[src/rtl/sp_ram_pkg.sv]
// Shared types and constants for the clearable single-port RAM.
package sp_ram_pkg;

   typedef enum logic {
      ST_CLEAR = 1'b0,
      ST_IDLE  = 1'b1
   } state_t;

   localparam int RDW_FIRST_READ  = 0;
   localparam int RDW_FIRST_WRITE = 1;

endpackage

[src/rtl/sp_ram_rdpipe.sv]
// Read-data valid/data delay line, one or two register stages.
module sp_ram_rdpipe #(
   parameter int WIDTH      = 32,
   parameter int RD_LATENCY = 1
) (
   input  logic             clk,
   input  logic             rst,
   input  logic             in_valid,
   input  logic [WIDTH-1:0] in_data,
   input  logic             zero_s1,
   output logic             out_valid,
   output logic [WIDTH-1:0] out_data
);

   logic             v1;
   logic [WIDTH-1:0] d1;

   always_ff @(posedge clk or posedge rst) begin
      if (rst) begin
         v1 <= 1'b0;
         d1 <= '0;
      end else begin
         v1 <= in_valid;
         if (in_valid) begin
            d1 <= in_data;
         end else if (zero_s1) begin
            d1 <= '0;
         end
      end
   end

   generate
      if (RD_LATENCY == 2) begin : g_lat2
         logic             v2;
         logic [WIDTH-1:0] d2;

         // zero_s1 marks a stage-1 word whose address the sweep overwrites this edge
         always_ff @(posedge clk or posedge rst) begin
            if (rst) begin
               v2 <= 1'b0;
               d2 <= '0;
            end else begin
               v2 <= v1;
               d2 <= zero_s1 ? '0 : d1;
            end
         end

         assign out_valid = v2;
         assign out_data  = d2;
      end else begin : g_lat1
         assign out_valid = v1;
         assign out_data  = d1;
      end
   endgenerate

endmodule

[src/rtl/sp_ram_clr.sv]
// Single-port byte-writable RAM with a zeroing sweep after reset or on clr.
//
// state    | meaning
// ST_CLEAR | writing zero to mem[clr_cnt] each cycle, requests refused
// ST_IDLE  | accepting req; clr starts a sweep on the next edge
module sp_ram_clr
   import sp_ram_pkg::*;
#(
   parameter int DEPTH      = 16,
   parameter int WIDTH      = 32,
   parameter int RD_LATENCY = 1,
   parameter int RDW_MODE   = 0
) (
   input  logic                     clk,
   input  logic                     rst,
   input  logic                     req,
   input  logic                     we,
   input  logic [$clog2(DEPTH)-1:0] addr,
   input  logic [WIDTH/8-1:0]       be,
   input  logic [WIDTH-1:0]         wdata,
   input  logic                     clr,
   output logic                     ready,
   output logic                     busy,
   output logic [WIDTH-1:0]         rdata,
   output logic                     rvalid
);

   localparam int              AW        = $clog2(DEPTH);
   localparam int              NB        = WIDTH / 8;
   localparam logic [AW-1:0]   LAST_ADDR = AW'(DEPTH - 1);
   localparam bit              RDW_ZERO  = (RDW_MODE != RDW_FIRST_READ) && (RD_LATENCY == 2);

   state_t           state, state_nxt;
   logic [AW-1:0]    clr_cnt, clr_cnt_nxt;
   logic [WIDTH-1:0] mem [DEPTH];
   logic             wr_acc, rd_acc;
   logic             rd_pend;
   logic [AW-1:0]    rd_addr_q;
   logic             zero_s1;

   assign ready  = (state == ST_IDLE);
   assign busy   = (state == ST_CLEAR);
   assign wr_acc = req && ready && we;
   assign rd_acc = req && ready && !we;

   always_ff @(posedge clk or posedge rst) begin
      if (rst) begin
         state   <= ST_CLEAR;
         clr_cnt <= '0;
      end else begin
         state   <= state_nxt;
         clr_cnt <= clr_cnt_nxt;
      end
   end

   always_comb begin
      state_nxt   = state;
      clr_cnt_nxt = clr_cnt;
      case (state)
         ST_CLEAR: begin
            if (clr_cnt == LAST_ADDR) begin
               state_nxt   = ST_IDLE;
               clr_cnt_nxt = '0;
            end else begin
               clr_cnt_nxt = clr_cnt + AW'(1);
            end
         end
         ST_IDLE: begin
            clr_cnt_nxt = '0;
            if (clr) begin
               state_nxt = ST_CLEAR;
            end
         end
         default: begin
            state_nxt   = ST_CLEAR;
            clr_cnt_nxt = '0;
         end
      endcase
   end

   // No reset on the array: contents are only ever zeroed by the sweep.
   always_ff @(posedge clk) begin
      if (busy) begin
         mem[clr_cnt] <= '0;
      end else if (wr_acc) begin
         for (int i = 0; i < NB; i++) begin
            if (be[i]) begin
               mem[addr][8*i +: 8] <= wdata[8*i +: 8];
            end
         end
      end
   end

   always_ff @(posedge clk or posedge rst) begin
      if (rst) begin
         rd_pend   <= 1'b0;
         rd_addr_q <= '0;
      end else begin
         rd_pend <= rd_acc;
         if (rd_acc) begin
            rd_addr_q <= addr;
         end
      end
   end

   // Only a two-stage pipe can hold a read across a sweep write to its address.
   assign zero_s1 = RDW_ZERO && busy && rd_pend && (rd_addr_q == clr_cnt);

   sp_ram_rdpipe #(
      .WIDTH      (WIDTH),
      .RD_LATENCY (RD_LATENCY)
   ) u_rdpipe (
      .clk       (clk),
      .rst       (rst),
      .in_valid  (rd_acc),
      .in_data   (mem[addr]),
      .zero_s1   (zero_s1),
      .out_valid (rvalid),
      .out_data  (rdata)
   );

endmodule

[config.mk]
export PLATFORM = sky130hd
export DESIGN_NAME = sp_ram_clr
export DESIGN_NICKNAME = d
export VERILOG_FILES = /design/src/rtl/sp_ram_pkg.sv /design/src/rtl/sp_ram_rdpipe.sv /design/src/rtl/sp_ram_clr.sv
export SDC_FILE = /design/constraint.sdc
export NUM_CORES = 1
export LEC_CHECK = 0
export ABC_CLOCK_PERIOD_IN_PS = 3200
export BUFFER_PORTS_ARGS = -buffer_cell sky130_fd_sc_hd__buf_2
export CAP_MARGIN = 30
export CORE_MARGIN = 4
export CORE_UTILIZATION = 55
export DETAILED_ROUTE_END_ITERATION = 12
export PLACE_DENSITY = 0.72
export SYNTH_ARGS = -nofsm -noshare
export SYNTH_HDL_FRONTEND = slang
export SYNTH_HIERARCHICAL = 1
export SYNTH_SLANG_ARGS = --single-unit
[constraint.sdc]
create_clock -name clk -period 3.2 [get_ports clk]
set_clock_uncertainty 0.1 [all_clocks]
set_input_delay 0.32 -clock clk [delete_from_list [all_inputs] [get_ports clk]]
set_output_delay 0.32 -clock clk [all_outputs]
set_load 0.01 [all_outputs]
### After elaboration in Yosys (flattened, before gate mapping)

Memories as Yosys holds them, arrays and structs flattened. A register that Yosys moved wholly into a read port is not among the register bits.
Cells that the tools add are included.

* equal/unequal tests: 1
* add/sub/neg operators: 1
* bitwise logic cells: 1
* multiplexer cells: 25
* $lt $le $gt $ge: 0
* shift-type cells: 0
* multiply operators: 0
* divide/modulo/power cells: 0
* reduce and logical (&&, ||, !) cells: 5

Operator list (number)
* 32-bit two-way mux: 1
* 32-bit OR reduction: 1
* 1-bit two-way mux: 19
* 4-bit two-way mux: 3
* 4-bit one-hot mux with 2 select lines: 1
* 4-bit by 1-bit adder with 4-bit output (second input constant): 1
* 4-bit equality test (second input constant): 1
* 1-bit logical AND: 3
* 1-bit one-hot mux with 2 select lines: 1
* 1-bit zero test: 1
* 1-bit NOT: 1

* memory bits (writable): 512
* latch bits: 0
* output and inout port bits: 35
* bits in registers: 6
* memories kept: 1
* word-level logic and storage cells: 37
* input port bits: 45
* ROM bits: 0

Memory list
* mem: words 16, width 32, rd ports 1, clocked after memory_dff 1, write ports 1, RTL line sp_ram_clr.sv:35 `logic [WIDTH-1:0] mem [DEPTH];`

### Longest topological paths before layout

* depth in word-level cells: 7
* mapped depth: 8

### Cells and area by module

Netlist, hierarchy kept.

Modules (own cells, without submodules)
* sp_ram_clr: area an instance 20389.6 sq um, sequential area each 15499.9 sq um, instances 1, cells an instance 962
* sp_ram_rdpipe: area an instance 1263.7 sq um, sequential area each 825.8 sq um, instances 1, cells an instance 108

### Least setup slack after synthesis

OpenSTA, ideal clock, no wires.

* path type: flip-flop to flip-flop
* start point: register state, in the netlist ready
* end point: memory mem[4][16], enable pin
* period minus slack after synthesis: 2.640 ns
* arrival: 2.152 ns
* slack: 0.560 ns
* path buffers: 2
* cell stages (with the launch flop): 6
* library setup time: 0.388 ns
* cell sequence: dfrtp_1 -> nand3_2 -> or4_1 -> clkbuf_2 -> clkbuf_8 -> a221oi_1

* word-level cells in the longest chain between the ends: 7
* elaborated cells on any way between the ends: 18

Ends and longest elaborated chain
* from (decl): RTL line sp_ram_clr.sv:33 `state_t state, state_nxt;`
* from (signal assigned): RTL line sp_ram_clr.sv:51 `state <= state_nxt;`
* 1-bit logical AND (2 in a row): RTL line sp_ram_clr.sv:43 `assign wr_acc = req && ready && we;`
* 1-bit two-way mux: RTL line sp_ram_clr.sv:85 `end else if (wr_acc) begin`
* 1-bit two-way mux: RTL line sp_ram_clr.sv:83 `if (busy) begin`
* 1-bit two-way mux (implied by the code): RTL line sp_ram_clr.sv:88 `mem[addr][8*i +: 8] <= wdata[8*i +: 8];`
* 32-bit OR reduction (no source line)
* 4-bit two-way mux (no source line)
* to (decl): RTL line sp_ram_clr.sv:35

Parallel ways exist; a longest one is shown, timed or not.

### Worst setup path in the final report

* start point: register state, in the netlist ready
* end point: memory mem[2][11], enable pin

The elaborated chain is that of the path after synthesis.

==> flow_summary_export.csv <==
group,metric,value,unit
outcome,outcome,"finished clean",
clocking,worstSkewPairLatency,0.59,ns
clocking,cts_setup_buffers,0,
power_and_ir_drop,switching_power,4.75,mW
die,dieArea,0.0426,sq mm
grt,track_usage,23.8,%
clocking,root_buffer,"clkbuf_16",
placed_design,placed_area,0.0232,sq mm
worst_setup_path,crit_fanout,16,
sta,worst_pin_slew,0.905,ns
synthesis,synth_common_cells,"edfxtp_1 (512), mux4_2 (128), a221oi_1 (64), a22oi_1 (64), nand2_1 (49)",
grt,grt_max_degree,65,
run,maxCapViolations,0,
sta,min_period,2.91,ns
routing,ant_nets,0,
routing,vias,11491,
synthesis,synth-seq-cells,550,
clocking,cts_hold_buf,2,
die,core,0.0388,sq mm
sta,max_freq,0.344,GHz
clocking,htreeDepth,2,
power_and_ir_drop,swShare,25.6,%
die,initial_core_util,55.8,%
synthesis,synth_cell_type_count,39,
synthesis,yosys.area.top_type_share,71.0,%
routing,drt_iter0_drc,1162,
finish,drive_gt1_share,30.8,%
hold_path,hold_class,"in2async",
die,floorplan.rows,72,
synthesis,yosysMostFrequentCell,"edfxtp_1",
synthesis,ys.flop_type,"edfxtp_1",
worst_setup_path,required,3.39,ns
sta,finalSetupTns,0,ns
sta,period_share,90.9,%
worst_setup_path,r2r-start,"ready",
power_and_ir_drop,irDropWorstVdd,482,uV
routing,route.detailed.drc,0,
placed_design,gp_congestion,0.856,
worst_setup_path,critPathLaunchType,"flip-flop",
synthesis,synth_top_cells_by_area,"edfxtp_1 (71%), mux4_2 (13%), dfrtp_1 (4.4%)",
sta,rsz0062_at_grt,"false",
worst_setup_path,r2r_slack,0.29,ns
synthesis,netlist_area,0.0217,sq mm
placed_design,port_buffers,79,
power_and_ir_drop,clockPowerShare,32.8,%
synthesis,yosys_warnings,6,
worst_setup_path,reg2reg_to,"mem[2][11]",
power_and_ir_drop,p_per_area,744,mW/mm^2
clocking,cts_made_buffers,54,
finish,area_growth,15.3,%
synthesis,synth_top_cell_by_area,"edfxtp_1",
clocking,cts_sinks,550,
grt,antenna_found_initial,0,
grt,grt_pass1_vias,11711,
finish,antennaDiodeCount,0,
routing,via_per_inst,6.39,
die,die_x,206,um
sta,hold_viol,0,
synthesis,postSynthAreaPerCell,20.2,sq um
clocking,cts_tree,"built",
routing,drt_pre_antenna_iters,5,
power_and_ir_drop,p_seq_share,51.1,%
clocking,cts_resized,0,
finish,fin_area,0.0250,sq mm
clocking,cts_buffer_depth,3,
worst_setup_path,arrival,3.10,ns
synthesis,synth_cells,1070,
die,io_pins,80,
sta,slew_headroom,39.3,%
sta,setup_viol,0,
power_and_ir_drop,p_leak,8.63,nW
synthesis,ys_seq_area_share,75.4,%
worst_setup_path,endpoint_kind,"flip-flop",
grt,grt_overflow,0,
routing,wl_per_cell,27.5,um
synthesis,synth_edf_count,512,
worst_setup_path,critical_path_class,"reg2reg",
die,die_y,206,um
finish,fin_util,64.3,%
power_and_ir_drop,p_int,13.8,mW
placed_design,hpwl,30100,um
sta,hold_ws,0.0978,ns
finish,nNetsFinal,1284,
grt,grt_pass1_wl,74900,um
power_and_ir_drop,comb_power_share,16.1,%
routing,routed_wl,49500,um
sta,finalMaxSlewViolations,0,
worst_setup_path,r2r_cells,5,
synthesis,async_flop_share,6.91,%
clocking,clkTransAtPathRegs,0.06,ns
registers in the layout, summed over array words and instances, names as in the netlist:
| name | cells |
|---|---|
| ready | 1 |
| u_rdpipe/out_valid | 1 |
| clr_cnt | 4 |
| u_rdpipe/out_data | 32 |
| mem | 512 |
critical path, cell delays in order (launching register included):
cell and delay, ns:
dfrtp_1 0.46, and3_2 0.42, buf_4 0.25, nand3_1 0.62, a221oi_1 0.51, buf_4 0.26
per-layer routing:
metal	wire length [um]	track usage [%]	vias up
met5	0	0	-
met4	1510	7.84	0
met3	4090	4.39	106
met2	25000	39.3	572
met1	18900	32.8	5952
li1	-	-	4861
stage by stage:
step / power [mW] / worst slack [ns] / std cells
floorplan: 11.2 / 0.560 / 1078
global route: 19.2 / 0.152 / 1798
finish: 18.6 / 0.290 / 1798
CTS: 18.7 / 0.337 / 1796
detailed placement: 12.6 / 0.302 / 1696
global placement: 12.4 / 0.381 / 1692
layout make-up:
class	instances	area, sq um
Clock buffer	74	1500
Clock inverter	24	190
Fill cell	2571	13900
Inverter	4	15.0
Multi-Input combinational cell	442	5000
Sequential cell	550	16300
Tap cell	518	648
Timing Repair Buffer	186	1290
worst max path at each step:
stage / startpoint / endpoint / slack (ns) / cells after the start
after detailed placement: be[0] / mem[10][3] / 0.30 / 5
after floorplan: ready / mem[4][16] / 0.56 / 5
final: ready / mem[2][11] / 0.29 / 5
after global routing: ready / mem[0][1] / 0.15 / 5
after CTS: ready / mem[2][11] / 0.34 / 5
after global placement: be[0] / mem[10][16] / 0.38 / 5
kinds of logic (layout without fill, tap and decap cells):
kind of cell               after synthesis  in the layout  synth area share, %
AOI/OAI and AO/OA                      177            177                 6.25
xor gates and xnor gates                 1              1               0.0405
adders and majority gates                1              1               0.0578
buffers and inverters                   86            288                 1.78
DFF                                    550            550                 75.4
muxes                                  128            128                 13.3
other                                    1              9               0.0173
and+or+nand+nor                        126            126                 3.14
cells in the final DEF (no fill, tap or decap), types with 5 or more instances in the layout:
| cell type | n |
|---|---|
| clkinv_1 | 13 |
| o21ai_0 | 9 |
| a22o_1 | 15 |
| a21oi_1 | 6 |
| clkbuf_8 | 6 |
| buf_12 | 6 |
| a22oi_1 | 64 |
| nand3_1 | 5 |
| and3_1 | 32 |
| buf_2 | 80 |
| clkbuf_1 | 14 |
| nand2b_1 | 17 |
| nand2_1 | 49 |
| a221oi_1 | 64 |
| conb_1 | 9 |
| edfxtp_1 | 512 |
| o21ai_1 | 15 |
| buf_4 | 95 |
| clkbuf_16 | 55 |
| mux4_2 | 128 |
| dfrtp_1 | 38 |
| clkinv_2 | 6 |
power by group through the flow:
stage	clock network (mW)	registers [mW]	logic [mW]
after floorplan	0	9.53	1.69
after global placement	0	9.59	2.86
after detailed placement	0	9.63	2.97
after CTS	6.18	9.50	2.99
after global routing	6.49	9.58	3.17
final	6.09	9.49	3.00
Note: power is estimated with default switching activity, not from simulation.
